==> src/rtl/mxfp8_pkg.sv <==
// Shared MXFP8 (E5M2 + E8M0 scale) types and constants.
// Block layout is {scale, elements[31:0]} with element 0 in the low byte.
package mxfp8_pkg;

  localparam int K_BLK = 32;
  localparam int size = 8 + 8 * K_BLK;

  localparam int E5M2_BIAS = 15;
  localparam int E5M2_EMAX = 15;
  localparam logic [6:0] E5M2_MAXNORM = 7'h7B;
  localparam logic [7:0] MX_SCALE_NAN = 8'hFF;

  typedef logic [7:0] mxfp8_e5m2_element;

  typedef struct packed {
    logic [7:0] scale;
    mxfp8_e5m2_element [K_BLK-1:0] elements;
  } mxfp8_block;

  typedef enum logic [1:0] {
    ST_COLLECT,
    ST_QUANT,
    ST_EMIT
  } pk_state_e;

  // Shared exponent that puts the block maximum at the top E5M2 binade.
  function automatic logic [7:0] mx_scale(input logic [7:0] max_exp);
    if (max_exp > 8'(E5M2_EMAX))
      return max_exp - 8'(E5M2_EMAX);
    return 8'h00;
  endfunction

endpackage

==> src/rtl/mxfp8_e5m2_quant.sv <==
// FP32 -> E5M2 under a shared E8M0 scale, round-to-nearest-even.
// Overflow saturates to max normal; FP32 subnormals flush to signed zero.
module mxfp8_e5m2_quant
  import mxfp8_pkg::*;
(
  input  logic [31:0]       fp32,
  input  logic [7:0]        scale,
  output mxfp8_e5m2_element q
);

  logic              sgn;
  logic [7:0]        e_fp;
  logic [23:0]       sig;
  logic [23:0]       sig_sh;
  logic [23:0]       lost_mask;
  logic signed [10:0] t;
  logic [4:0]        sh;
  logic [4:0]        base;
  logic [2:0]        kept;
  logic              guard;
  logic              sticky;
  logic              rnd;
  logic [3:0]        sum;
  logic [7:0]        code;

  always_comb begin
    sgn  = fp32[31];
    e_fp = fp32[30:23];
    sig  = {1'b1, fp32[22:0]};
    t    = $signed({3'b000, e_fp}) - $signed({3'b000, scale})
         + $signed(11'(E5M2_BIAS));

    if (t >= 11'sd1)
      sh = 5'd0;
    else if (t < -11'sd22)
      sh = 5'd24;
    else
      sh = 5'(11'sd1 - t);

    sig_sh    = sig >> sh;
    lost_mask = (24'd1 << sh) - 24'd1;
    kept      = sig_sh[23:21];
    guard     = sig_sh[20];
    sticky    = (|sig_sh[19:0]) | (|(sig & lost_mask));
    rnd       = guard & (sticky | kept[0]);
    sum       = {1'b0, kept} + {3'b000, rnd};

    // Subnormals use base 1 so a round-up to 1.00 lands on exp field 1.
    base = (t >= 11'sd1) ? t[4:0] : 5'd1;
    code = {1'b0, base, 2'b00} + {4'b0000, sum} - 8'd4;

    if (scale == MX_SCALE_NAN)
      q = 8'h00;
    else if (e_fp == 8'h00)
      q = {sgn, 7'h00};
    else if (t > 11'sd30 || code > {1'b0, E5M2_MAXNORM})
      q = {sgn, E5M2_MAXNORM};
    else
      q = {sgn, code[6:0]};
  end

endmodule

==> src/rtl/mxfp8_block_packer.sv <==
// Streams FP32 in, packs 32-element MXFP8 E5M2 blocks out.
// MXFP8_PACKER_FLUSH_EN: in_last_i closes a partial block early.
module mxfp8_block_packer
  import mxfp8_pkg::*;
#(
  parameter int K = 32
) (
  input  logic            clk_i,
  input  logic            reset_i,
  input  logic            in_valid_i,
  output logic            in_ready_o,
  input  logic [31:0]     in_data_i,
  input  logic            in_last_i,
  output logic            out_valid_o,
  input  logic            out_ready_i,
  output logic [size-1:0] out_block_o
);

  localparam int IW = $clog2(K);

`ifdef MXFP8_PACKER_FLUSH_EN
  localparam logic FLUSH_EN = 1'b1;
`else
  localparam logic FLUSH_EN = 1'b0;
`endif

  pk_state_e state_q, state_d;

  logic [IW:0]   cnt_q;
  logic [IW-1:0] idx_q;
  logic [7:0]    max_exp_q;
  logic          special_q;
  logic [31:0]   buf_q [K];

  mxfp8_e5m2_element [K-1:0] stage_q;
  mxfp8_e5m2_element [K-1:0] stage_nx;
  mxfp8_block                out_q;

  logic              accept;
  logic              fill_done;
  logic              quant_done;
  logic [7:0]        in_exp;
  logic [7:0]        scale;
  logic [31:0]       q_src;
  mxfp8_e5m2_element q_elem;

  assign in_exp = in_data_i[30:23];
  assign accept = in_valid_i & ~reset_i
                & (state_q == ST_COLLECT);
  assign fill_done = accept
    & ((cnt_q == (IW+1)'(K-1)) | (in_last_i & FLUSH_EN));
  assign quant_done = (idx_q == IW'(K-1));

  assign scale = special_q ? MX_SCALE_NAN
                           : mx_scale(max_exp_q);

  // Slots past the fill count read as +0.
  assign q_src = ({1'b0, idx_q} < cnt_q) ? buf_q[idx_q]
                                         : 32'h0;

  mxfp8_e5m2_quant u_quant (
    .fp32  (q_src),
    .scale (scale),
    .q     (q_elem)
  );

  always_comb begin
    stage_nx = stage_q;
    stage_nx[idx_q] = q_elem;
  end

  always_ff @(posedge clk_i) begin
    if (reset_i)
      state_q <= ST_COLLECT;
    else
      state_q <= state_d;
  end

  always_comb begin
    state_d     = state_q;
    in_ready_o  = 1'b0;
    out_valid_o = 1'b0;
    unique case (state_q)
      ST_COLLECT: begin
        in_ready_o = ~reset_i;
        if (fill_done)
          state_d = ST_QUANT;
      end
      ST_QUANT: begin
        if (quant_done)
          state_d = ST_EMIT;
      end
      ST_EMIT: begin
        out_valid_o = 1'b1;
        if (out_ready_i)
          state_d = ST_COLLECT;
      end
      default: state_d = ST_COLLECT;
    endcase
  end

  always_ff @(posedge clk_i) begin
    if (accept)
      buf_q[cnt_q[IW-1:0]] <= in_data_i;
  end

  always_ff @(posedge clk_i) begin
    if (reset_i) begin
      cnt_q     <= '0;
      idx_q     <= '0;
      max_exp_q <= 8'h00;
      special_q <= 1'b0;
      out_q     <= '0;
    end else begin
      unique case (state_q)
        ST_COLLECT: begin
          idx_q <= '0;
          if (accept) begin
            cnt_q <= cnt_q + (IW+1)'(1);
            if (in_exp == 8'hFF)
              special_q <= 1'b1;
            else if (in_exp > max_exp_q)
              max_exp_q <= in_exp;
          end
        end
        ST_QUANT: begin
          stage_q <= stage_nx;
          idx_q   <= idx_q + IW'(1);
          if (quant_done)
            out_q <= {scale, stage_nx};
        end
        ST_EMIT: begin
          if (out_ready_i) begin
            cnt_q     <= '0;
            max_exp_q <= 8'h00;
            special_q <= 1'b0;
          end
        end
        default: ;
      endcase
    end
  end

  assign out_block_o = out_q;

endmodule
==> config.mk <==
export PLATFORM = sky130hd
export DESIGN_NAME = mxfp8_block_packer
export DESIGN_NICKNAME = d
export VERILOG_FILES = /design/src/rtl/mxfp8_pkg.sv /design/src/rtl/mxfp8_e5m2_quant.sv /design/src/rtl/mxfp8_block_packer.sv
export SDC_FILE = /design/constraint.sdc
export NUM_CORES = 2
export LEC_CHECK = 0
export BUFFER_PORTS_ARGS = -buffer_cell sky130_fd_sc_hd__clkbuf_2
export CAP_MARGIN = 25
export CORE_UTILIZATION = 60
export DETAILED_ROUTE_END_ITERATION = 10
export PLACE_DENSITY = 0.77
export SYNTH_ARGS = -nofsm -noshare
export SYNTH_HDL_FRONTEND = slang
export SYNTH_HIERARCHICAL = 1
export SYNTH_SLANG_ARGS = --single-unit
==> constraint.sdc <==
create_clock -name clk_i -period 20.3 [get_ports clk_i]
set_input_delay 3.045 -clock clk_i [delete_from_list [all_inputs] [get_ports clk_i]]
set_output_delay 3.045 -clock clk_i [all_outputs]
set_load 0.03 [all_outputs]
==> results.yml <==
min_path:
  hold_depth: 2
  hp-class: "reg -> reg"
floorplanning:
  die_width_um: 325.9
  die_area_um2: 106200
  start_util_pct: 60.64
  ios: 303
  core_area_um2: 103800
  dieHeight_um: 325.9
  placementRows: 118
timing:
  hold_violations: 0
  max_slew_margin_pct: 31.03
  finalSetupTns_ns: 0
  setup_ws_ns: 9.097
  skew_ns: 0.02785
  max_slew.worst_pin.slew_ns: 1.035
  rsz0062_at_grt: "no"
  layout_min_cycle_time_ns: 11.20
  fmax_mhz: 89.26
  drv_slew: 0
  setup_viol: 0
  period_share_pct: 55.19
critical_path:
  slowest_stage: "buf_4"
  reg2reg_slack_ns: 9.10
  max_stage_delay_ns: 0.91
  cp-end-kind: "flip-flop"
  cp_top_family: "compound AO/OA/AOI/OAI gates"
  critical_path.endpoint: "out_block_o[40]$_SDFFE_PP0P_"
  path_max_fanout: 65
  worstReg2RegEnd: "out_block_o[40]$_SDFFE_PP0P_"
  path_buf_inv: 5
  critPathKind: "reg -> reg"
  worstPathArrival_ns: 11.82
  r2r_cells: 31
  required_ns: 20.92
  cp-start-kind: "flip-flop"
  worst-path-stages: 31
synthesis:
  syn_inst: 3947
  ys_seq_area_share_pct: 70.33
  synth_area_per_cell_um2: 15.95
  synthAdderAreaFrac_pct: 0.9224
  syn_area_um2: 62940
  synth_cell_type_count: 80
  synth_compound_area_share_pct: 4.556
  synth_seq_cells: 1571
  synth_top_family_by_area: "multiplexers"
  synth-simple-area-share_pct: 6.610
  ys_async_sr_fraction_pct: 0
  synth_xor_xnor_area_share_pct: 0.4254
  synthTopCellsByArea: "edfxtp_1 (61%), dfxtp_1 (9.3%), mux4_2 (9.2%)"
  syn_nets: 4029
  yosys.area.top_type: "edfxtp_1"
  synth_top_flop_cell: "edfxtp_1"
  yosys-mux-area-fraction_pct: 15.10
  yosysWarnings: 6
  synth_edf_count: 1280
  yosysTopAreaCellShare_pct: 61.07
final_layout:
  drive_above_1_share_pct: 27.10
  area_growth_pct: 12.69
  finalNetCount: 4330
place:
  gp_congestion: 0.9103
  hpwl_mm: 84.57
  io_buffers: 301
  place_ws_ns: 9.383
cts:
  clock-root-buffer: "clkbuf_16"
  tritoncts: "yes"
  clock_tree.buffer_depth: 3
  cts_hold_buf: 0
  cts_sinks: 1571
  clk_latency_ns: 0.78
  htreeDepth: 4
  cts_setup_buffers: 0
  path_clk_slew_ns: 0.06
  ctsResizeCount: 0
  cts_made_buffers: 153
power_and_ir_drop:
  peakVddDrop_uv: 279.7
  p_leak_nw: 22.91
  power.density_nw_per_um2: 103.7
routing:
  route.vias.total: 36870
  drtAntennaViolNets: 0
  drt-total-wl_mm: 155.7
  drt_iter0_drc: 4650
  wl_per_cell_um: 27.06
  via_per_inst: 6.409
  drtPass1Iterations: 5
  drc: 0
global_route:
  grt_overflow_total: 0
  grt_pass1_vias: 35960
  grt_pass1_wl_mm: 229.6
  antenna_found_initial: 5
  grt_max_degree: 188
  grt_usage_pct: 29.13
status:
  outcome: "finished clean"
run:
  drv_cap: 0
-- layout by cell type (no fill, tap or decap), types with 66 or more instances in the layout --
| master | instances |
|---|---|
| mux2i_1 | 82 |
| a22oi_1 | 66 |
| mux4_2 | 256 |
| nor3_1 | 147 |
| o21ai_0 | 72 |
| clkbuf_2 | 300 |
| buf_4 | 74 |
| edfxtp_1 | 1280 |
| dfxtp_1 | 287 |
| mux2_2 | 259 |
| nor2_1 | 320 |
| clkbuf_16 | 156 |
| nand2_1 | 320 |
| a21oi_1 | 166 |
-- layer usage --
metal	vias to the layer above	global-route usage, %	part of all wire [%]
met4	4	10.90	3.4
met2	1911	45.94	48
met5	-	0	0.015
li1	15750	-	-
met1	18870	41.15	40
met3	339	5.018	8.9
-- synthesized netlist by cell type (40+ instances only) --
| cell type | count |
|---|---|
| edfxtp_1 | 1280 |
| nor2_1 | 353 |
| nand2_1 | 321 |
| dfxtp_1 | 291 |
| mux2_2 | 259 |
| mux4_2 | 256 |
| a21oi_1 | 172 |
| nor3_1 | 147 |
| clkbuf_1 | 140 |
| mux2i_1 | 82 |
| o21ai_0 | 72 |
| a22oi_1 | 66 |
| inv_1 | 47 |
| ha_1 | 44 |
| buf_2 | 40 |
-- kinds of logic after synthesis --
| family | count (synthesis) |
|---|---|
| xor gates and xnor gates | 28 |
| muxes | 597 |
| AOI/OAI and AO/OA | 457 |
| and+or+nand+nor | 963 |
| DFF | 1571 |
| adders and majority gates | 46 |
| buffers and inverters | 285 |
-- power breakdown --
part	internal, mW	leakage [nW]	switching (mW)	total (mW)
Clock	1.51	2.33	1.20	2.71
Combinational	0.293	6.73	0.863	1.16
Sequential	3.48	13.9	0.00422	3.49
-- metrics by stage --
step	util [%]	hold WS, ns	power, mW	cells	instance area (um^2)
3_3_place_gp	63.61	0.4418	4.673	5468	66020
6_report	68.33	0.4539	7.357	5753	70920
2_1_floorplan	-	0.4651	4.204	3947	62940
5_1_grt	68.33	0.4696	7.556	5753	70920
4_1_cts	68.22	0.4554	7.352	5748	70810
3_5_place_dp	63.63	0.4463	4.682	5469	66040
-- tightest hold or removal path, cell delays in order, from the launching register on --
cell     delay, ns
dfxtp_1       0.31
nand2_1       0.05
a21oi_1       0.05
-- flip-flops by register name, summed over array words and instances, names as in the netlist, named ones only --
| name | count |
|---|---|
| cnt_q | 6 |
| stage_q | 256 |
| idx_q | 5 |
| special_q | 1 |
| out_block_o | 264 |
| state_q | 2 |
| buf_q | 1024 |
| max_exp_q | 8 |
-- area by class of cell --
| type | instances | area, um^2 |
|---|---|---|
| clock inverters | 75 | 606.8 |
| flip-flops and latches | 1571 | 44280 |
| fillers | 6774 | 32870 |
| well taps | 1380 | 1727 |
| clock buffers | 204 | 4164 |
| multi-input cells | 2091 | 17720 |
| inverters | 49 | 183.9 |
| repair buffers | 382 | 2241 |
| diodes | 1 | 2.502 |
-- worst min-delay path by stage --
stage,slack [ns],endpoint,startpoint
final,0.45,out_block_o[170]$_SDFFE_PP0P_,out_block_o[170]$_SDFFE_PP0P_
after CTS,0.46,out_block_o[170]$_SDFFE_PP0P_,out_block_o[170]$_SDFFE_PP0P_
after floorplan,0.47,max_exp_q[7]$_SDFFE_PP0P_,max_exp_q[7]$_SDFFE_PP0P_
after detailed placement,0.45,out_block_o[101]$_SDFFE_PP0P_,out_block_o[101]$_SDFFE_PP0P_
after global placement,0.44,out_block_o[103]$_SDFFE_PP0P_,out_block_o[103]$_SDFFE_PP0P_
after global routing,0.47,out_block_o[111]$_SDFFE_PP0P_,out_block_o[111]$_SDFFE_PP0P_
Note: power is estimated with default switching activity, not from simulation.
